==> src/rtl/hack_rom_loader.sv <==
// Serial boot loader: assembles big-endian 16-bit words from a UART byte stream into the Hack ROM.
// Define HACK_LOADER_CHECKSUM_EN to require a trailing 8-bit two's-complement checksum byte.
module hack_rom_loader #(
    parameter int unsigned WIDTH   = 16,
    parameter int unsigned ADDR_W  = 15,
    parameter logic [7:0]  SYNC    = 8'h55,
    parameter int unsigned TIMEOUT = 1_000_000
) (
    input  logic              clk,
    input  logic              reset_n,
    input  logic              rx_valid,
    input  logic [7:0]        rx_data,
    output logic              rom_we,
    output logic [ADDR_W-1:0] rom_addr,
    output logic [WIDTH-1:0]  rom_wdata,
    output logic              cpu_reset,
    output logic              busy,
    output logic              done,
    output logic              error
);
    localparam int unsigned TmrW   = $clog2(TIMEOUT + 1);
    localparam int unsigned MaxLen = 1 << ADDR_W;

    typedef enum logic [2:0] {
        StIdle,
        StLenHi,
        StLenLo,
        StDataHi,
        StDataLo,
`ifdef HACK_LOADER_CHECKSUM_EN
        StCksum,
`endif
        StFinish
    } state_e;

    state_e            state_q, state_d;
    logic [15:0]       len_q, len_d;
    logic [ADDR_W:0]   cnt_q, cnt_d;
    logic [7:0]        hi_q, hi_d;
    logic [TmrW-1:0]   tmr_q, tmr_d;
    logic              we_q, we_d;
    logic [ADDR_W-1:0] addr_q, addr_d;
    logic [WIDTH-1:0]  wdata_q, wdata_d;
    logic              cpu_reset_q, cpu_reset_d;
    logic              done_q, done_d;
    logic              error_q, error_d;

    logic [15:0]       len_rx;
    logic              last_word;
    logic              timed_out;

    assign len_rx    = {len_q[15:8], rx_data};
    assign last_word = (32'(cnt_q) + 32'd1) == 32'(len_q);
    // FINISH is a one-cycle transit state and never waits for a byte.
    assign timed_out = (state_q != StIdle) && (state_q != StFinish) && !rx_valid &&
                       (tmr_q == TmrW'(TIMEOUT - 1));

`ifdef HACK_LOADER_CHECKSUM_EN
    logic [7:0] sum_q, sum_d, sum_rx;

    assign sum_rx = sum_q + rx_data;

    always_comb begin
        sum_d = sum_q;
        if (state_q == StIdle) begin
            sum_d = 8'h00;
        end else if (rx_valid && (state_q == StLenHi || state_q == StLenLo ||
                                  state_q == StDataHi || state_q == StDataLo)) begin
            sum_d = sum_rx;
        end
    end

    always_ff @(posedge clk or negedge reset_n) begin
        if (!reset_n) begin
            sum_q <= 8'h00;
        end else begin
            sum_q <= sum_d;
        end
    end
`endif

    always_comb begin
        state_d     = state_q;
        len_d       = len_q;
        cnt_d       = cnt_q;
        hi_d        = hi_q;
        we_d        = 1'b0;
        addr_d      = addr_q;
        wdata_d     = wdata_q;
        cpu_reset_d = cpu_reset_q;
        done_d      = done_q;
        error_d     = error_q;
        tmr_d       = (state_q == StIdle || rx_valid) ? '0 : tmr_q + TmrW'(1);

        unique case (state_q)
            StIdle: begin
                if (rx_valid && rx_data == SYNC) begin
                    state_d     = StLenHi;
                    done_d      = 1'b0;
                    error_d     = 1'b0;
                    cpu_reset_d = 1'b1;
                    cnt_d       = '0;
                    addr_d      = '0;
                end
            end
            StLenHi: begin
                if (rx_valid) begin
                    len_d[15:8] = rx_data;
                    state_d     = StLenLo;
                end
            end
            StLenLo: begin
                if (rx_valid) begin
                    len_d = len_rx;
                    if (len_rx == 16'd0 || 32'(len_rx) > MaxLen) begin
                        error_d = 1'b1;
                        state_d = StIdle;
                    end else begin
                        state_d = StDataHi;
                    end
                end
            end
            StDataHi: begin
                if (rx_valid) begin
                    hi_d    = rx_data;
                    state_d = StDataLo;
                end
            end
            StDataLo: begin
                if (rx_valid) begin
                    we_d    = 1'b1;
                    addr_d  = cnt_q[ADDR_W-1:0];
                    wdata_d = WIDTH'({hi_q, rx_data});
                    cnt_d   = cnt_q + 1'b1;
                    if (last_word) begin
`ifdef HACK_LOADER_CHECKSUM_EN
                        state_d = StCksum;
`else
                        state_d = StFinish;
`endif
                    end else begin
                        state_d = StDataHi;
                    end
                end
            end
`ifdef HACK_LOADER_CHECKSUM_EN
            StCksum: begin
                if (rx_valid) begin
                    if (sum_rx == 8'h00) begin
                        state_d = StFinish;
                    end else begin
                        error_d = 1'b1;
                        state_d = StIdle;
                    end
                end
            end
`endif
            StFinish: begin
                done_d      = 1'b1;
                cpu_reset_d = 1'b0;
                state_d     = StIdle;
            end
            default: state_d = StIdle;
        endcase

        if (timed_out) begin
            error_d = 1'b1;
            state_d = StIdle;
        end
    end

    always_ff @(posedge clk or negedge reset_n) begin
        if (!reset_n) begin
            state_q     <= StIdle;
            len_q       <= '0;
            cnt_q       <= '0;
            hi_q        <= '0;
            tmr_q       <= '0;
            we_q        <= 1'b0;
            addr_q      <= '0;
            wdata_q     <= '0;
            cpu_reset_q <= 1'b1;
            done_q      <= 1'b0;
            error_q     <= 1'b0;
        end else begin
            state_q     <= state_d;
            len_q       <= len_d;
            cnt_q       <= cnt_d;
            hi_q        <= hi_d;
            tmr_q       <= tmr_d;
            we_q        <= we_d;
            addr_q      <= addr_d;
            wdata_q     <= wdata_d;
            cpu_reset_q <= cpu_reset_d;
            done_q      <= done_d;
            error_q     <= error_d;
        end
    end

    assign rom_we    = we_q;
    assign rom_addr  = addr_q;
    assign rom_wdata = wdata_q;
    assign cpu_reset = cpu_reset_q;
    assign busy      = (state_q != StIdle);
    assign done      = done_q;
    assign error     = error_q;
endmodule

==> config.mk <==
export PLATFORM = sky130hd
export DESIGN_NAME = hack_rom_loader
export DESIGN_NICKNAME = d
export VERILOG_FILES = /design/src/rtl/hack_rom_loader.sv
export SDC_FILE = /design/constraint.sdc
export NUM_CORES = 1
export LEC_CHECK = 0
export CELL_PAD_IN_SITES_DETAIL_PLACEMENT = 2
export CELL_PAD_IN_SITES_GLOBAL_PLACEMENT = 2
export CORE_MARGIN = 4
export CORE_UTILIZATION = 30
export CTS_BUF_LIST = sky130_fd_sc_hd__clkbuf_16
export CTS_CLUSTER_SIZE = 40
export DETAILED_ROUTE_END_ITERATION = 6
export GPL_TIMING_DRIVEN = 0
export PLACE_DENSITY = 0.72
export SLEW_MARGIN = 0
export SYNTH_ARGS = -nofsm -noshare
export SYNTH_HDL_FRONTEND = slang
export SYNTH_SLANG_ARGS = --single-unit
==> constraint.sdc <==
create_clock -name clk -period 2.55 [get_ports clk]
set_input_delay 0.51 -clock clk [delete_from_list [all_inputs] [get_ports clk]]
set_output_delay 0.51 -clock clk [all_outputs]
set_load 0.005 [all_outputs]
==> impl_metrics.tcl, run 1 <==
set metrics [dict create \
    synth.avg_cell_area_um2 9.85 \
    regArea_um2 2450 \
    r2r_cells 8 \
    crit_chain "ha_2 > and3_1 > a31oi_1 > nor4_1 > o2111ai_1 > nor4_2 > buf_4 > o21ai_1" \
    cpMaxStageDelayCell "dfrtp_1" \
    cts_tree "yes" \
    finClkSkew_ns 0.0104 \
    fin_nets 562 \
    crit_family "simple AND/OR/NAND/NOR gates" \
    ys_seq_area_share_pct 50.8 \
    path_clk_slew_ns 0.08 \
    antenna_left 0 \
    ys_top_cells_by_area "dfrtp_1, nand2_1, mux2_2, o21ai_0, xnor2_1" \
    fmax_mhz 419 \
    critPathKind "flip-flop to flip-flop" \
    drive_above_1_share_pct 15.0 \
    grt_max_degree 56 \
    drv_slew 0 \
    rsz0062_at_grt "no" \
    crit_fanout 7 \
    die_w_um 135 \
    regToRegStartpoint "cnt_q[1]" \
    area_growth_pct 22.9 \
    netlist_area_um2 4830 \
    cts_hold_buf 0 \
    n_antenna_cell 0 \
    stdcell_count 770 \
    synthCells 490 \
    die_h_um 135 \
    drv_cap 0 \
    finalCriticalPeriod_ns 2.39 \
    ir_drop_uv 393 \
    fin_util_pct 37.5 \
    fin_ws_ns 0.162 \
    hp-class "primary input to asynchronous set/reset pin" \
    r2r_end "state_q[1]" \
    grt-ovfl-total 0 \
    hold_violations 0 \
    finalPower_mw 4.98 \
    dieArea_um2 18200 \
    vias_per_cell 5.01 \
    async_flop_share_pct 100 \
    place_ws_ns -0.469 \
    leakage_nw 2.58 \
    cts_root_buf "clkbuf_16" \
    crit_required_ns 2.80 \
    synth_cell_types 54 \
    worstSetupEndpointType "flip-flop" \
    drt_iter0_markers 141 \
    combPwrFrac_pct 27.6 \
    grt_pass1_wl_um 23100 \
    synthFlopType "dfrtp_1" \
    initial_utilization_pct 30.5 \
    critical_path.startpoint_type "flip-flop" \
    coreArea_um2 15800 \
    rrSetupSlack_ns 0.16 \
    cts.path.max_buffers 2 \
    setup_tns_ns 0 \
    clk_latency_ns 0.36 \
    crit_path_start "cnt_q[1]" \
    yosys.area.top_type "dfrtp_1" \
    grt_use_total_pct 16.2 \
    yosysTopAreaCellShare_pct 50.3 \
    gp_congestion 0.830 \
    cts_sinks 98 \
    cts_max_level 3 \
    yosys_warnings 0 \
    worst_path_largest_cell_delay_ns 0.48 \
    power.density_nw_per_um2 839 \
    first_pass_iters 4 \
    io_buffers 46 \
    synth_commonest_cells "nand2_1, dfrtp_1, nor2_1, o21ai_0, mux2_2" \
    vias 3854 \
    setup_violations 0 \
    antenna_found_initial 0 \
    synth_seq_cells 98 \
    place_inst 753 \
    switchingPower_mw 1.63 \
    fin_crit_sh_pct 93.6 \
    slew-limit-headroom_pct 58.5 \
    p_int_mw 3.34 \
    p_clk_share_pct 28.3 \
    synth_most_common_cell "nand2_1" \
    swShare_pct 32.8 \
    arrival_ns 2.63 \
    p_seq_share_pct 44.1 \
    numCtsBuffers 9 \
    path_buf_inv 1 \
    routed_wl_um 14000 \
    multiInputGateArea_um2 2190 \
    synth_edf_count 0 \
    wire_per_inst_um 18.2 \
    fill_cells 1735 \
    pin_count 47 \
    max_slew.worst_pin.slew_ns 0.622 \
    grt_pass1_vias 4166 \
    rows 46 \
    drc 0 \
    synth_fp_nets 503 \
    status "finished clean" \
    dp_hpwl_um 10100 \
]
## cells in the final DEF (no fill, tap or decap), types with 8 or more instances in the layout
master	netlist	routed
nand2_1	107	107
dfrtp_1	97	96
clkdlybuf4s50_1	0	42
nor2_1	37	37
o21ai_0	37	37
mux2_2	24	24
xnor2_1	21	21
xor2_1	17	17
buf_2	12	12
nand3_1	11	10
nand4_1	9	9
o31ai_1	9	9
clkbuf_16	0	9
clkbuf_1	9	8
and3_1	8	8
## sequential cells by signal (all words and copies together), names as in the netlist
register / count
tmr_q: 20
hi_q: 8
cpu_reset: 1
cnt_q: 16
rom_we: 1
error: 1
state_q: 3
rom_wdata: 16
rom_addr: 15
done: 1
len_q: 16
## layer usage
layer  wire, um  share of wire [%]  vias up  global-route usage [%]
met2       6680                 48       67                    26.3
met4        181                1.3        0                    4.92
met3        488                3.5       12                    3.58
met5          0                  0        -                       0
li1           -                  -     1809                       -
met1       6630                 47     1966                    21.8
## logic make-up (layout without fill, tap and decap cells)
| logic type | count (synthesis) | after routing | share of synthesized area, % |
|---|---|---|---|
| muxes | 25 | 25 | 5.81 |
| AOI/OAI and AO/OA | 71 | 71 | 9.05 |
| and+or+nand+nor | 220 | 220 | 22.5 |
| DFF | 98 | 98 | 50.8 |
| xor gates and xnor gates | 38 | 38 | 6.90 |
| buffers and inverters | 36 | 100 | 4.38 |
| adders and majority gates | 2 | 2 | 0.518 |
## power by group through the flow
stage | logic (mW) | clock network (mW) | registers, mW
2_1_floorplan | 0.856 | 0 | 2.13
3_3_place_gp | 1.32 | 0 | 2.20
3_5_place_dp | 1.38 | 0 | 2.23
4_1_cts | 1.39 | 1.45 | 2.20
5_1_grt | 1.52 | 1.53 | 2.26
6_report | 1.37 | 1.41 | 2.19
## timing repair
item,CTS,global route
gates cloned,0,0
pin swaps,1,0
setup buffers,1,0
gates resized for setup,3,8
setup endpoints to repair,10,12
## layout make-up
class	count	area share (%)
multi-input cells	356	37.0
clock buffers	9	3.80
repair buffers	48	8.44
flip-flops and latches	98	41.4
clock inverters	7	1.29
well taps	216	4.56
plain buffers	28	3.08
inverters	8	0.506
## worst register-to-register path: stages, from the launching register on
cell	delay, ns
dfrtp_1	0.48
ha_2	0.31
and3_1	0.27
a31oi_1	0.11
nor4_1	0.33
o2111ai_1	0.25
nor4_2	0.28
buf_4	0.17
o21ai_1	0.06
## metrics by stage
step	hold slack, ns	cell area [um2]
finish	0.147	5930
global route	0.187	5930
CTS	0.163	5910
detailed placement	0.459	5580
global placement	0.447	5560
floorplan	0.214	4830
## worst max-delay path by stage
stage | to | slack [ns] | cells past startpoint
finish | state_q[1] | 0.16 | 8
detailed placement | cnt_q[9] | -0.47 | 8
global route | state_q[1] | 0.02 | 8
CTS | cnt_q[9] | 0.01 | 8
global placement | tmr_q[11] | -2.90 | 1
floorplan | state_q[1] | 0.67 | 7
(Power assumes the default switching activity.)
==> run 2: changes to the inputs <==
CORE_MARGIN = 2   (was 4)
==> run 2 against run 1 <==
Effect of this change: wire length hardly changed; sequential share of layout area is 0.15 points higher; power is 2.1% lower; largest power group unchanged; hold slack worse by 0.0053 ns; sequential power hardly changed; critical path type unchanged; critical path depth is 1 lower; clock power is 9% lower; global-route usage is 1.6 points higher.
==> impl_metrics.tcl, run 2 (same netlist as run 1, synthesis figures left out) <==
set metrics [dict create \
    gp_congestion 0.845 \
    first_pass_iters 4 \
    grt_pass1_vias 4245 \
    crit_required_ns 2.78 \
    coreArea_um2 15800 \
    numCtsBuffers 9 \
    antenna_found_initial 0 \
    max_flop_register "tmr_q" \
    cts_tree "yes" \
    grt_pass1_wl_um 23100 \
    crit_fanout 8 \
    stdcell_count 768 \
    layout_commonest_cell "nand2_1" \
    hp-class "primary input to asynchronous set/reset pin" \
    status "finished clean" \
    finalPower_mw 4.87 \
    drc 0 \
    fin_nets 561 \
    pin_count 47 \
    cts_sinks 98 \
    cts_max_level 3 \
    area_growth_pct 22.4 \
    finClkSkew_ns 0.00757 \
    antenna_left 0 \
    cts.path.max_buffers 2 \
    power.density_nw_per_um2 825 \
    arrival_ns 2.70 \
    fmax_mhz 406 \
    ir_drop_uv 429 \
    critPathKind "flip-flop to flip-flop" \
    max_slew.worst_pin.slew_ns 0.613 \
    io_buffers 46 \
    routed_wl_um 14000 \
    cts_hold_buf 0 \
    wire_per_inst_um 18.2 \
    drt_iter0_markers 139 \
    die_w_um 131 \
    dp_hpwl_um 10200 \
    clk_latency_ns 0.35 \
    finalCriticalPeriod_ns 2.46 \
    hold_violations 0 \
    multiInputGateArea_um2 2210 \
    cts_root_buf "clkbuf_16" \
    worstSetupEndpointType "flip-flop" \
    fin_crit_sh_pct 96.6 \
    drv_cap 0 \
    dieArea_um2 17100 \
    largest_reg_flops 20 \
    drv_slew 0 \
    n_antenna_cell 0 \
    vias 3811 \
    grt-ovfl-total 0 \
    drive_above_1_share_pct 14.5 \
    rsz0062_at_grt "no" \
    grt_max_degree 59 \
    slew-limit-headroom_pct 59.1 \
    final_cell_mix "nand2_1, dfrtp_1, clkdlybuf4s50_1" \
    path_clk_slew_ns 0.07 \
    initial_utilization_pct 30.5 \
    die_h_um 131 \
    fill_cells 1723 \
    vias_per_cell 4.96 \
    regArea_um2 2450 \
    setup_violations 0 \
    rows 46 \
    place_inst 753 \
    leakage_nw 2.54 \
    critical_path.startpoint_type "flip-flop" \
    grt_use_total_pct 17.8 \
]
run 2: cell count changes in the layout (fill, tap and decap cells not counted), sizes merged:
| cell | delta |
|---|---|
| dlymetal6s2s | -2 |
| inv | -4 |
| clkinvlp | +1 |
| clkdlybuf4s50 | +2 |
| buf | -1 |
| clkinv | +2 |
run 2: final cells by class:
class / instances / area share [%]
Clock buffer: 9 / 3.81
Inverter: 8 / 0.508
Sequential cell: 98 / 41.5
Tap cell: 216 / 4.58
Clock inverter: 6 / 0.741
Multi-Input combinational cell: 356 / 37.5
Buffer: 28 / 3.09
Timing Repair Buffer: 47 / 8.26
run 2: routing by layer:
metal,GRT usage (%),vias up,part of all wire [%]
met4,5.44,0,1.3
met5,0,-,0
met3,3.46,10,2.6
met1,23.7,1961,48
li1,-,1794,-
met2,29.6,46,48
run 2: timing repair:
action                     CTS  global route
setup endpoints to repair   11            21
gates resized for setup      3             8
setup buffers                0             0
pin swaps                    0             2
run 2: critical path: stages, from the launching register on:
cell and delay, ns:
dfrtp_1 0.53, ha_2 0.32, nand3_2 0.23, nor4_4 0.39, xnor2_1 0.16, o2111ai_1 0.19, nor4_4 0.40, o21ai_1 0.11
run 2: final timing paths:
path	from	to	slack, ns	cells after the start
setup reg to reg	cnt_q[0]	state_q[1]	0.09	7
min in group clk	hi_q[2]	rom_wdata[10]	0.47	2
setup / recovery	cnt_q[0]	state_q[1]	0.09	7
hold / removal	reset_n	rom_addr[3]	0.14	1
hold reg to reg	hi_q[2]	rom_wdata[10]	0.47	2
max in group asynchronous	reset_n	cpu_reset	1.67	2
run 2: metrics by stage:
stage          util, %  setup slack (ns)  hold WS (ns)  instance area [um2]  TNS, ns
6_report          37.3            0.0854         0.142                 5910        0
5_1_grt           37.3           0.00435         0.181                 5910        0
4_1_cts           37.1            0.0157         0.162                 5870        0
3_5_place_dp      35.3            -0.553         0.456                 5580   -10.24
3_3_place_gp      35.1             -2.89         0.446                 5560  -288.73
2_1_floorplan        -             0.674         0.214                 4830        0
run 2: where the power goes:
group          leakage (nW)  internal [mW]  switching [mW]
clock                 0.128          0.661           0.633
sequential             1.30           1.90           0.286
combinational          1.11          0.741           0.652
